--- src/rtl/clock_pkg.sv ---
// Shared definitions for the 12-hour clock sequencing logic: mode encodings
// and the BCD hour value at which AM/PM flips.
package clock_pkg;

  typedef enum logic [1:0] {
    MODE_RUN     = 2'b00,
    MODE_SET_HR  = 2'b01,
    MODE_SET_MIN = 2'b10
  } mode_e;

  typedef struct packed {
    logic [3:0] tens;
    logic [3:0] ones;
  } bcd_hour_t;

  localparam bcd_hour_t HOUR_11 = '{tens: 4'd1, ones: 4'd1};

  // True when the hour counter currently shows 11, i.e. the next hour
  // increment crosses into 12 and flips AM/PM.
  function automatic logic is_hour_11(input logic [3:0] tens, input logic [3:0] ones);
    return (tens == HOUR_11.tens) && (ones == HOUR_11.ones);
  endfunction

endpackage

--- src/rtl/tick_prescaler.sv ---
// Free-running divide-by-CLK_HZ prescaler. Produces a one-cycle 1 Hz tick on
// the last count and a half-second phase used for display blinking.
module tick_prescaler #(
  parameter int CLK_HZ = 50_000_000
) (
  input  logic clk,
  input  logic rst,
  input  logic clr,
  output logic tick,
  output logic phase
);

  localparam int              W    = (CLK_HZ > 1) ? $clog2(CLK_HZ) : 1;
  localparam logic [W-1:0]    LAST = W'(CLK_HZ - 1);
  localparam logic [W-1:0]    HALF = W'(CLK_HZ / 2);

  logic [W-1:0] count;

  // Count 0..CLK_HZ-1 and wrap; clr restarts a full second from zero.
  always_ff @(posedge clk) begin
    // NOTE: registered state uses non-blocking assignments so every flop
    // samples the pre-edge values regardless of statement order.
    if (rst || clr) begin
      count <= '0;
    end else if (count == LAST) begin
      count <= '0;
    end else begin
      count <= count + W'(1);
    end
  end

  assign tick  = (count == LAST);
  assign phase = (count < HALF);

endmodule

--- src/rtl/clock_ctrl_12h.sv ---
// Sequencing controller for the 12-hour clock: owns the 1 Hz prescaler, the
// RUN/SET_HR/SET_MIN mode FSM, counter enable chaining, AM/PM and blinking.
module clock_ctrl_12h #(
  parameter int CLK_HZ = 50_000_000
) (
  input  logic       clk,
  input  logic       rst,
  input  logic       btn_mode,
  input  logic       btn_inc,
  input  logic       sec_carry,
  input  logic       min_carry,
  input  logic [3:0] hr_tens,
  input  logic [3:0] hr_ones,
  output logic       sec_en,
  output logic       sec_clr,
  output logic       min_en,
  output logic       hour_en,
  output logic       pm,
  output logic [1:0] mode,
  output logic       blink_hr,
  output logic       blink_min
);

  import clock_pkg::*;

  mode_e state;
  logic  tick;
  logic  phase;
  logic  exit_set;

  // Leaving SET_MIN restarts the second: seconds clear and prescaler restart
  // happen together in the cycle after the button press.
  assign exit_set = (state == MODE_SET_MIN) && btn_mode;

  tick_prescaler #(
    .CLK_HZ(CLK_HZ)
  ) u_prescaler (
    .clk  (clk),
    .rst  (rst),
    .clr  (sec_clr),
    .tick (tick),
    .phase(phase)
  );

  // Mode FSM with the registered seconds-clear pulse on exit to RUN.
  always_ff @(posedge clk) begin
    if (rst) begin
      state   <= MODE_RUN;
      sec_clr <= 1'b0;
    end else begin
      sec_clr <= exit_set;
      if (btn_mode) begin
        case (state)
          MODE_RUN:    state <= MODE_SET_HR;
          MODE_SET_HR: state <= MODE_SET_MIN;
          default:     state <= MODE_RUN;
        endcase
      end
    end
  end

  // Counter enables; combinational so carries ripple within one cycle.
  // A mode press in the same cycle as an increment suppresses the increment.
  always_comb begin
    // NOTE: every output gets a default first so no path leaves it unassigned,
    // which would otherwise infer a latch.
    sec_en  = 1'b0;
    min_en  = 1'b0;
    hour_en = 1'b0;
    case (state)
      MODE_RUN: begin
        sec_en  = tick;
        min_en  = sec_carry;
        hour_en = min_carry;
      end
      MODE_SET_HR:  hour_en = btn_inc && !btn_mode;
      MODE_SET_MIN: min_en  = btn_inc && !btn_mode;
      default: ;
    endcase
  end

  // AM/PM flips when the hour advances from 11 to 12, in RUN or SET_HR.
  always_ff @(posedge clk) begin
    if (rst) begin
      pm <= 1'b0;
    end else if (hour_en && is_hour_11(hr_tens, hr_ones)) begin
      pm <= ~pm;
    end
  end

  assign mode      = state;
  assign blink_hr  = (state == MODE_SET_HR)  && phase;
  assign blink_min = (state == MODE_SET_MIN) && phase;

endmodule

--- config.mk ---
export PLATFORM = sky130hd
export DESIGN_NAME = clock_ctrl_12h
export DESIGN_NICKNAME = d
export VERILOG_FILES = /design/src/rtl/clock_pkg.sv /design/src/rtl/tick_prescaler.sv /design/src/rtl/clock_ctrl_12h.sv
export SDC_FILE = /design/constraint.sdc
export NUM_CORES = 1
export LEC_CHECK = 0
export ABC_CLOCK_PERIOD_IN_PS = 2920
export BUFFER_PORTS_ARGS = -buffer_cell sky130_fd_sc_hd__buf_2
export CAP_MARGIN = 20
export CORE_MARGIN = 2
export CORE_UTILIZATION = 60
export DETAILED_ROUTE_END_ITERATION = 6
export PLACE_DENSITY = 0.83
export REMOVE_ABC_BUFFERS = 1
export SYNTH_ARGS = -nofsm -noshare
export SYNTH_HDL_FRONTEND = slang
export SYNTH_SLANG_ARGS = --single-unit
--- constraint.sdc ---
create_clock -name clk -period 2.92 [get_ports clk]
set_input_delay 0 -clock clk [delete_from_list [all_inputs] [get_ports clk]]
set_output_delay 0 -clock clk [all_outputs]
set_load 0.01 [all_outputs]
==> results of run 1 <==
stage by stage:
| stage | setup slack [ns] | total power, mW | instance area, um2 | hold WS [ns] | instances |
|---|---|---|---|---|---|
| floorplan | 1.08 | 0.454 | 1510 | 0.0691 | 173 |
| global placement | 0.855 | 0.473 | 1660 | 0.224 | 225 |
| detailed placement | 0.763 | 0.475 | 1660 | 0.232 | 225 |
| CTS | 0.679 | 0.727 | 1730 | 0.00176 | 234 |
| global route | 0.557 | 0.754 | 1730 | 0.0263 | 234 |
| finish | 0.686 | 0.725 | 1730 | 0.00402 | 234 |
layout by cell type (no fill, tap or decap), types with 2 or more instances in the layout:
cell type  instances
nand2b_1           4
or4b_1             3
xnor2_1            8
dfxtp_1           30
o21ai_0            3
a2111oi_0          3
nand3_1           12
or3_1              2
nand2_1            8
nand4_1           10
and3_1             4
nand3b_1           2
buf_2             22
nor2_1            19
clkbuf_4           5
a21oi_1           15
nor4_1             4
or4_4              2
inv_1              4
o31ai_1            6
xor2_1             7
nor3_1             5
or4_1              6
and2_1             2
and4_1             4
kinds of logic after synthesis:
family / Yosys count / share of synthesized area [%]
compound gates: 31 / 12.7
flops: 30 / 38.6
xor+xnor: 15 / 8.43
buf+inv: 12 / 3.85
fa+ha+maj: 1 / 0.803
simple gates: 92 / 35.7
worst min-delay path by stage:
| stage | endpoint | startpoint | slack (ns) | depth (start not counted) |
|---|---|---|---|---|
| global placement | mode[1] | rst | 0.22 | 2 |
| finish | mode[1] | btn_mode | 0.004 | 4 |
| floorplan | mode[1] | rst | 0.07 | 1 |
| detailed placement | mode[1] | rst | 0.23 | 2 |
| CTS | mode[1] | btn_mode | 0.002 | 4 |
| global route | sec_clr | btn_mode | 0.03 | 3 |
what timing repair did:
action | CTS | global route
hold endpoints to repair | 4 | 0
hold buffers | 1 | 0
endpoints found under the setup margin | 0 | 0
resized for setup | 0 | 0
flip-flops by register name (all words and copies together) (netlist names):
register	count
u_prescaler.count	26
mode	2
pm	1
sec_clr	1
per-layer routing:
| layer | part of all wire [%] | wire length (um) |
|---|---|---|
| met1 | 45 | 1540 |
| met2 | 50 | 1700 |
| met3 | 4.1 | 141 |
| met4 | 0.85 | 29 |
| met5 | 0 | 0 |
cell type report:
class / instances / area [um2]
Multi-Input combinational cell: 139 / 897
Timing Repair Buffer: 23 / 120
Tap cell: 30 / 37.5
Clock inverter: 1 / 5.00
Sequential cell: 30 / 601
Fill cell: 224 / 747
Inverter: 4 / 15.0
Clock buffer: 7 / 55.1
critical path: stages, from the launching register on:
cell and delay [ns]:
dfxtp_1 0.37, or4_1 0.59, o2111ai_1 0.23, a21oi_1 0.12, a2111oi_0 0.39, buf_2 0.21
where the power goes:
part	internal (mW)	total (mW)	switching, mW
Sequential	0.415	0.423	0.00824
Combinational	0.0212	0.0445	0.0232
Clock	0.117	0.258	0.141
Total	0.552	0.725	0.173
==> flow_summary.json, run 1 <==
{
  "cts_tree": "yes",
  "yosysTopAreaCell": "dfxtp_1",
  "synth.most_common_cell": "dfxtp_1",
  "slew_headroom_pct": 48.3,
  "status": "completed",
  "gp_congestion": 0.803,
  "grt_pass1_vias": 1205,
  "ys_seq_area_share_pct": 38.6,
  "wl_per_cell_um": 14.6,
  "syn_avg_cell_area_um2": 8.61,
  "final_nets": 218,
  "startpoint_type": "flop",
  "grtUsageMet3_pct": 5.65,
  "hold_path.class": "input port to flop",
  "grt_first_pass_wirelength_um": 5200,
  "power.leakage_nw": 0.590,
  "yosys.cell_types.count": 36,
  "grt_usage_pct": 23.9,
  "cts_buffers": 5,
  "die_y_um": 55.0,
  "grt_use_met1_pct": 29.3,
  "endpoint": "blink_hr",
  "grt_max_degree": 26,
  "setup_viol": 0,
  "clock_path_buffers": 2,
  "route.vias.total": 1456,
  "ys_warn_count": 0,
  "start_util_pct": 62.9,
  "clk_latency_ns": 0.33,
  "synthTopCellsByCount": "dfxtp_1 (30), nor2_1 (19), a21oi_1 (15)",
  "antenna_cells": 0,
  "post_cts_buffers": 0,
  "drc_errors": 0,
  "power.density_nw_per_um2": 419,
  "path_clk_slew_ns": 0.10,
  "crit_fanout": 5,
  "setup_tns_ns": 0,
  "first_iter_violations": 58,
  "row_count": 18,
  "cts_root_buf": "clkbuf_4",
  "maxClockFrequency_ghz": 0.448,
  "top_usage_layer": "met2",
  "io_buffers": 22,
  "grtUsageMet2_pct": 41.3,
  "finalHoldViolCount": 0,
  "antenna_found_initial": 0,
  "detail-route-antenna-nets": 0,
  "io-pin-count": 23,
  "worstSetupEndpointType": "output pin",
  "maxSlewViolCount": 0,
  "routed_wl_um": 3410,
  "reg2reg_depth": 4,
  "critPathLaunch": "u_prescaler.count[9]",
  "synth_area_um2": 1560,
  "synthArstFlopShare_pct": 0,
  "core-area_um2": 2480,
  "skew_ns": 0.00643,
  "h-tree-depth": 2,
  "synth_ff_type": "dfxtp_1",
  "rrSetupSlack_ns": 0.75,
  "synth_edf_count": 0,
  "synthTopCellsByArea": "dfxtp_1 (39%), a21oi_1 (4.8%), nor2_1 (4.6%)",
  "die_area_um2": 3020,
  "die_w_um": 55.0,
  "synth.top_cell.area_share_pct": 38.6,
  "drive_gt1_share_pct": 18.6,
  "max_cap_viol_count": 0,
  "ys_ff_latch": 30,
  "dp_hpwl_um": 2500,
  "worstMarginPinSlew_ns": 0.775,
  "dr.pass1.iters": 4,
  "clock_sinks": 30,
  "min_period_ns": 2.23,
  "area_growth_pct": 11.1,
  "rsz0062_at_grt": "false",
  "grt-ovfl-total": 0,
  "arrival_ns": 2.23,
  "viasPerCell": 6.22,
  "peakVddDrop_mv": 0.555,
  "critPathRequiredTime_ns": 2.92,
  "fin_crit_sh_pct": 76.5,
  "critPathKind": "flop to output pin",
  "r2r-start": "u_prescaler.count[9]",
  "r2r-end": "u_prescaler.count[20]",
  "syn_inst": 181,
  "utilization_pct": 69.8
}
Note: power is estimated with default switching activity, not from simulation.
==> run 2, diff against run 1 <==
ABC_AREA = 1   (was unset)
ABC_CLOCK_PERIOD_IN_PS = 2000   (was 2920)
CORE_UTILIZATION = 52   (was 60)
PLACE_DENSITY = 0.76   (was 0.83)
clock period = 2 ns   (was 2.92 ns; I/O delays follow)
==> flow_summary.json, run 2 <==
{
  "max_stage_delay_ns": 0.36,
  "final_nets": 320,
  "clock_path_buffers": 2,
  "fin_crit_sh_pct": 83.2,
  "skew_ns": 0.00630,
  "die_y_um": 62.9,
  "die_w_um": 62.9,
  "clock_sinks": 30,
  "ys_warn_count": 0,
  "synth.top_cell.area_share_pct": 33.3,
  "detail-route-antenna-nets": 0,
  "critPathKind": "flop to output pin",
  "synth_area_um2": 1810,
  "maxSlewViolCount": 0,
  "finalHoldViolCount": 0,
  "fin_area_um2": 2070,
  "top_usage_layer": "met2",
  "ys_ff_latch": 30,
  "power.leakage_nw": 0.759,
  "viasPerCell": 4.85,
  "start_util_pct": 54.1,
  "crit_cells": 6,
  "switchingPower_mw": 0.278,
  "reg2reg_depth": 7,
  "antenna_found_initial": 0,
  "dp_hpwl_um": 3030,
  "combPwrFrac_pct": 7.3,
  "layout_common_cells": "nand2_1 (78), nor2_1 (47), inv_1 (35)",
  "hp-start": "hr_tens[1]",
  "synth_ff_type": "dfxtp_1",
  "startpoint_type": "flop",
  "grtUsageMet3_pct": 6.31,
  "syn_inst": 275,
  "clk_latency_ns": 0.35,
  "worst_slack_ns": 0.336,
  "maxClockFrequency_ghz": 0.601,
  "dr.pass1.iters": 4,
  "worstPathCellList": "ha_1 -> nand3_2 -> nor2_4 -> nand3_2 -> nor3_1 -> buf_2",
  "row_count": 21,
  "drive_gt1_share_pct": 19.3,
  "antenna_cells": 0,
  "die_area_um2": 3960,
  "hold_path.class": "input port to flop",
  "cts_buffers": 5,
  "grtUsageMet2_pct": 38.3,
  "yosys.cell_types.count": 25,
  "pre_cts_slack_ns": 0.426,
  "drc_errors": 0,
  "swShare_pct": 22.9,
  "cts_root_buf": "clkbuf_4",
  "largest_register": "u_prescaler.count",
  "setup_tns_ns": 0,
  "area_growth_pct": 14.7,
  "syn_avg_cell_area_um2": 6.57,
  "whs_path_depth": 5,
  "io_buffers": 22,
  "crit_fanout": 3,
  "wl_per_cell_um": 11.2,
  "utilization_pct": 62.1,
  "power_frac_seq_pct": 50.4,
  "grt_use_met1_pct": 26.8,
  "critPathRequiredTime_ns": 2.00,
  "place_area_um2": 1960,
  "path_buf_inv": 1,
  "synthArstFlopShare_pct": 0,
  "slew_headroom_pct": 80.8,
  "crit_path_top_delay_cell": "dfxtp_1",
  "hold_ws_ns": 0.0751,
  "worstMarginPinSlew_ns": 0.284,
  "route.vias.total": 1702,
  "power.density_nw_per_um2": 587,
  "rsz0062_at_grt": "false",
  "grt_usage_pct": 22.4,
  "status": "completed",
  "cpMostUsedCell": "nand3_2",
  "synthTopCellsByArea": "dfxtp_1 (33%), nand2_1 (16%), nor2_1 (9.8%)",
  "first_iter_violations": 68,
  "gp_congestion": 0.835,
  "setup_viol": 0,
  "cts_tree": "yes",
  "grt-ovfl-total": 0,
  "synth_edf_count": 0,
  "io-pin-count": 23,
  "ys_seq_area_share_pct": 33.3,
  "path_clk_slew_ns": 0.09,
  "yosysTopAreaCell": "dfxtp_1",
  "r2r-start": "u_prescaler.count[0]",
  "max_cap_viol_count": 0,
  "critPathLaunch": "u_prescaler.count[0]",
  "final_common_cell": "nand2_1",
  "internal_power_mw": 0.938,
  "min_period_ns": 1.66,
  "grt_max_degree": 20,
  "p_clk_share_pct": 42.3,
  "largest_reg_flops": 26,
  "core-area_um2": 3340,
  "synthTopCellsByCount": "nand2_1 (78), nor2_1 (47), inv_1 (35)",
  "h-tree-depth": 2,
  "grt_first_pass_wirelength_um": 7020,
  "worstSetupEndpointType": "output pin",
  "synth.most_common_cell": "nand2_1",
  "arrival_ns": 1.66,
  "routed_wl_um": 3930,
  "grt_pass1_vias": 1631,
  "peakVddDrop_mv": 0.409,
  "crit_family": "simple AND/OR/NAND/NOR gates"
}
==> run 2: final timing paths <==
check,end,slack (ns)
max,sec_en,0.34
min,pm,0.08
min reg2reg,u_prescaler.count[0],0.46
max reg2reg,u_prescaler.count[9],0.44
==> run 2: layer usage <==
| layer | share of wire, % | up-vias |
|---|---|---|
| met3 | 4.6 | 7 |
| met4 | 1.7 | 0 |
| met5 | 0 | - |
| met2 | 48 | 35 |
| li1 | - | 909 |
| met1 | 46 | 751 |
==> run 2: per-stage QoR <==
stage | power (mW) | std cells
floorplan | 0.674 | 272
global placement | 0.711 | 341
detailed placement | 0.712 | 341
CTS | 1.23 | 351
global route | 1.25 | 351
finish | 1.22 | 351
==> run 2: logic make-up after synthesis <==
group                    count (synthesis)  synth area share [%]
AO/OA/AOI/OAI                           23                  8.59
XOR/XNOR                                 8                  3.88
adder cells (fa/ha/maj)                  1                 0.693
buffers and inverters                   38                  9.15
flip-flops                              30                  33.3
AND/OR/NAND/NOR                        175                  44.4
==> run 2: area by class of cell <==
| type | count | area [um2] |
|---|---|---|
| fill | 347 | 1270 |
| clock inverter | 1 | 30.0 |
| timing repair buffer | 26 | 160 |
| inverter | 35 | 131 |
| sequential | 30 | 601 |
| tap | 46 | 57.6 |
| clock buffer | 6 | 51.3 |
| multi-input combinational | 207 | 1040 |
==> run 2: what timing repair did <==
| action | 4_1_cts | 5_1_grt |
|---|---|---|
| buffers inserted | 0 | 0 |
| endpoints found under the hold margin | 4 | 0 |
| hold buffers | 3 | 0 |
| gates resized for setup | 0 | 0 |
==> run 2: power groups by stage <==
stage	clock (mW)	sequential (mW)	combinational, mW
final	0.514	0.613	0.0884
after global placement	0	0.627	0.0838
after global routing	0.535	0.614	0.101
after floorplan	0	0.628	0.0463
after CTS	0.525	0.613	0.0894
after detailed placement	0	0.627	0.0856
==> run 2: worst reg2reg max path: cells and delay by family (launching register included) <==
| kind | cells | cell delay [ns] |
|---|---|---|
| compound gates | 1 | 0.23 |
| simple gates | 4 | 0.43 |
| fa+ha+maj | 1 | 0.23 |
| buf+inv | 1 | 0.21 |
| flops | 1 | 0.36 |
==> run 3, diff against run 2 <==
ABC_CLOCK_PERIOD_IN_PS = 1500   (was 2000)
clock period = 1.5 ns   (was 2 ns; I/O delays follow)
==> flow_summary.json, run 3 (synthesis gave the netlist of run 2 again) <==
{
  "max_cap_viol_count": 0,
  "largest_register": "u_prescaler.count",
  "io_buffers": 22,
  "clock_path_buffers": 2,
  "path_clk_slew_ns": 0.11,
  "max_stage_delay_ns": 0.34,
  "wl_met3_um": 178,
  "crit_path_top_delay_cell": "dfxtp_2",
  "h-tree-depth": 2,
  "r2r-start": "u_prescaler.count[0]",
  "skew_ns": 0.0138,
  "r2r-end": "u_prescaler.count[22]",
  "crit_fanout": 7,
  "place_area_um2": 1980,
  "switchingPower_mw": 0.378,
  "largest_reg_flops": 26,
  "power.leakage_nw": 0.842,
  "arrival_ns": 1.49,
  "pre_cts_slack_ns": 0.0305,
  "startpoint_type": "flop",
  "route.vias.total": 1805,
  "rrSetupSlack_ns": 0.06,
  "whs_path_depth": 5,
  "area_growth_pct": 25.5,
  "drive_gt1_share_pct": 34.1,
  "met2RoutedLength_um": 2180,
  "path_buf_inv": 2,
  "reg2reg_depth": 8,
  "swShare_pct": 25.6,
  "cts_tree": "yes",
  "io-pin-count": 23,
  "gp_congestion": 0.815,
  "dr.pass1.iters": 4,
  "antenna_cells": 0,
  "final_nets": 331,
  "hp-start": "hr_tens[1]",
  "antenna_found_initial": 0,
  "die_y_um": 62.9,
  "final_common_cell": "nand2_1",
  "power.density_nw_per_um2": 650,
  "min_to": "pm",
  "p_clk_share_pct": 35.4,
  "setup_viol": 0,
  "cts_root_buf": "clkbuf_4",
  "fin_area_um2": 2270,
  "finalHoldViolCount": 0,
  "grt_max_degree": 18,
  "utilization_pct": 67.9,
  "wl_per_cell_um": 11.9,
  "worstPathCellList": "buf_6 -> nor2_1 -> nand3_1 -> nor2_1 -> nand3_1 -> nand3_2 -> nor2_2 -> buf_2",
  "min_period_ns": 1.49,
  "clk_latency_ns": 0.34,
  "drc_errors": 0,
  "start_util_pct": 54.1,
  "maxClockFrequency_ghz": 0.672,
  "row_count": 21,
  "cts_buffers": 5,
  "grt_first_pass_wirelength_um": 7220,
  "detail-route-antenna-nets": 0,
  "maxSlewViolCount": 0,
  "layout_common_cells": "nand2_1 (74), nor2_1 (40), inv_1 (33)",
  "critPathRequiredTime_ns": 1.50,
  "critPathKind": "flop to output pin",
  "setup_tns_ns": 0,
  "dp_hpwl_um": 3070,
  "slew_headroom_pct": 79.5,
  "worstMarginPinSlew_ns": 0.306,
  "routed_wl_um": 4310,
  "worst_slack_ns": 0.0127,
  "grt-ovfl-total": 0,
  "crit_family": "simple AND/OR/NAND/NOR gates",
  "grt_pass1_vias": 1713,
  "worstSetupEndpointType": "output pin",
  "first_iter_violations": 56,
  "wl_met1_um": 1850,
  "hold_path.class": "input port to flop",
  "peakVddDrop_mv": 0.416,
  "dr.max_layer_used": "met4",
  "die_w_um": 62.9,
  "clock_sinks": 30,
  "stdcell_count": 363,
  "status": "completed",
  "combPwrFrac_pct": 9.1,
  "core-area_um2": 3340,
  "grt_usage_pct": 23.2,
  "die_area_um2": 3960,
  "rsz0062_at_grt": "true",
  "viasPerCell": 4.97,
  "internal_power_mw": 1.09,
  "fin_crit_sh_pct": 99.2,
  "power_frac_seq_pct": 55.5,
  "place_inst": 344
}
[run 3: power groups by stage]
stage / Clock, mW / Sequential, mW / Combinational (mW)
after floorplan: 0 / 0.837 / 0.0618
after global placement: 0 / 0.836 / 0.114
after detailed placement: 0 / 0.836 / 0.115
after CTS: 0.549 / 0.822 / 0.130
after global routing: 0.568 / 0.818 / 0.149
final: 0.522 / 0.817 / 0.134
[run 3: cell type report]
class                   count  area [um2]
multi-input cells         207        1120
fillers                   301        1070
well taps                  46        57.6
repair buffers             37         254
flip-flops and latches     30         633
clock buffers               6        51.3
clock inverters             2        12.5
inverters                  35         134
[run 3: through the flow]
stage,power (mW),hold slack (ns)
2_1_floorplan,0.899,0.0768
3_3_place_gp,0.950,0.194
3_5_place_dp,0.951,0.194
4_1_cts,1.50,0.0578
5_1_grt,1.54,0.163
6_report,1.47,0.0708
[run 3: per-layer routing]
layer | vias up | track usage [%]
li1 | 939 | -
met1 | 808 | 26.5
met2 | 43 | 41.0
met3 | 15 | 3.96
met4 | 0 | 12.2
met5 | - | 0
[run 3: timing repair]
item                       in CTS  in global routing
hold endpoints to repair        4                  0
hold buffers                    3                  0
pin swaps                       2                 15
setup endpoints to repair       3                 14
cloned                          0                  0
gates resized for setup        12                 40
buffers inserted                3                  5
[run 3: tightest hold or removal path: cells and delay by family]
| family | cells | cell delay [ns] |
|---|---|---|
| simple gates | 3 | 0.19 |
| buf+inv | 1 | 0.07 |
| compound gates | 1 | 0.13 |
[run 3: worst max path at each step]
stage          slack [ns]             startpoint  cells past startpoint               endpoint
6_report             0.01  u_prescaler.count[17]                      8              blink_min
3_3_place_gp         0.09   u_prescaler.count[0]                      7  u_prescaler.count[14]
5_1_grt             -0.04  u_prescaler.count[17]                     10              blink_min
4_1_cts             0.008  u_prescaler.count[10]                      8              blink_min
2_1_floorplan       -0.04   u_prescaler.count[0]                      6  u_prescaler.count[11]
3_5_place_dp         0.03   u_prescaler.count[0]                      7  u_prescaler.count[11]
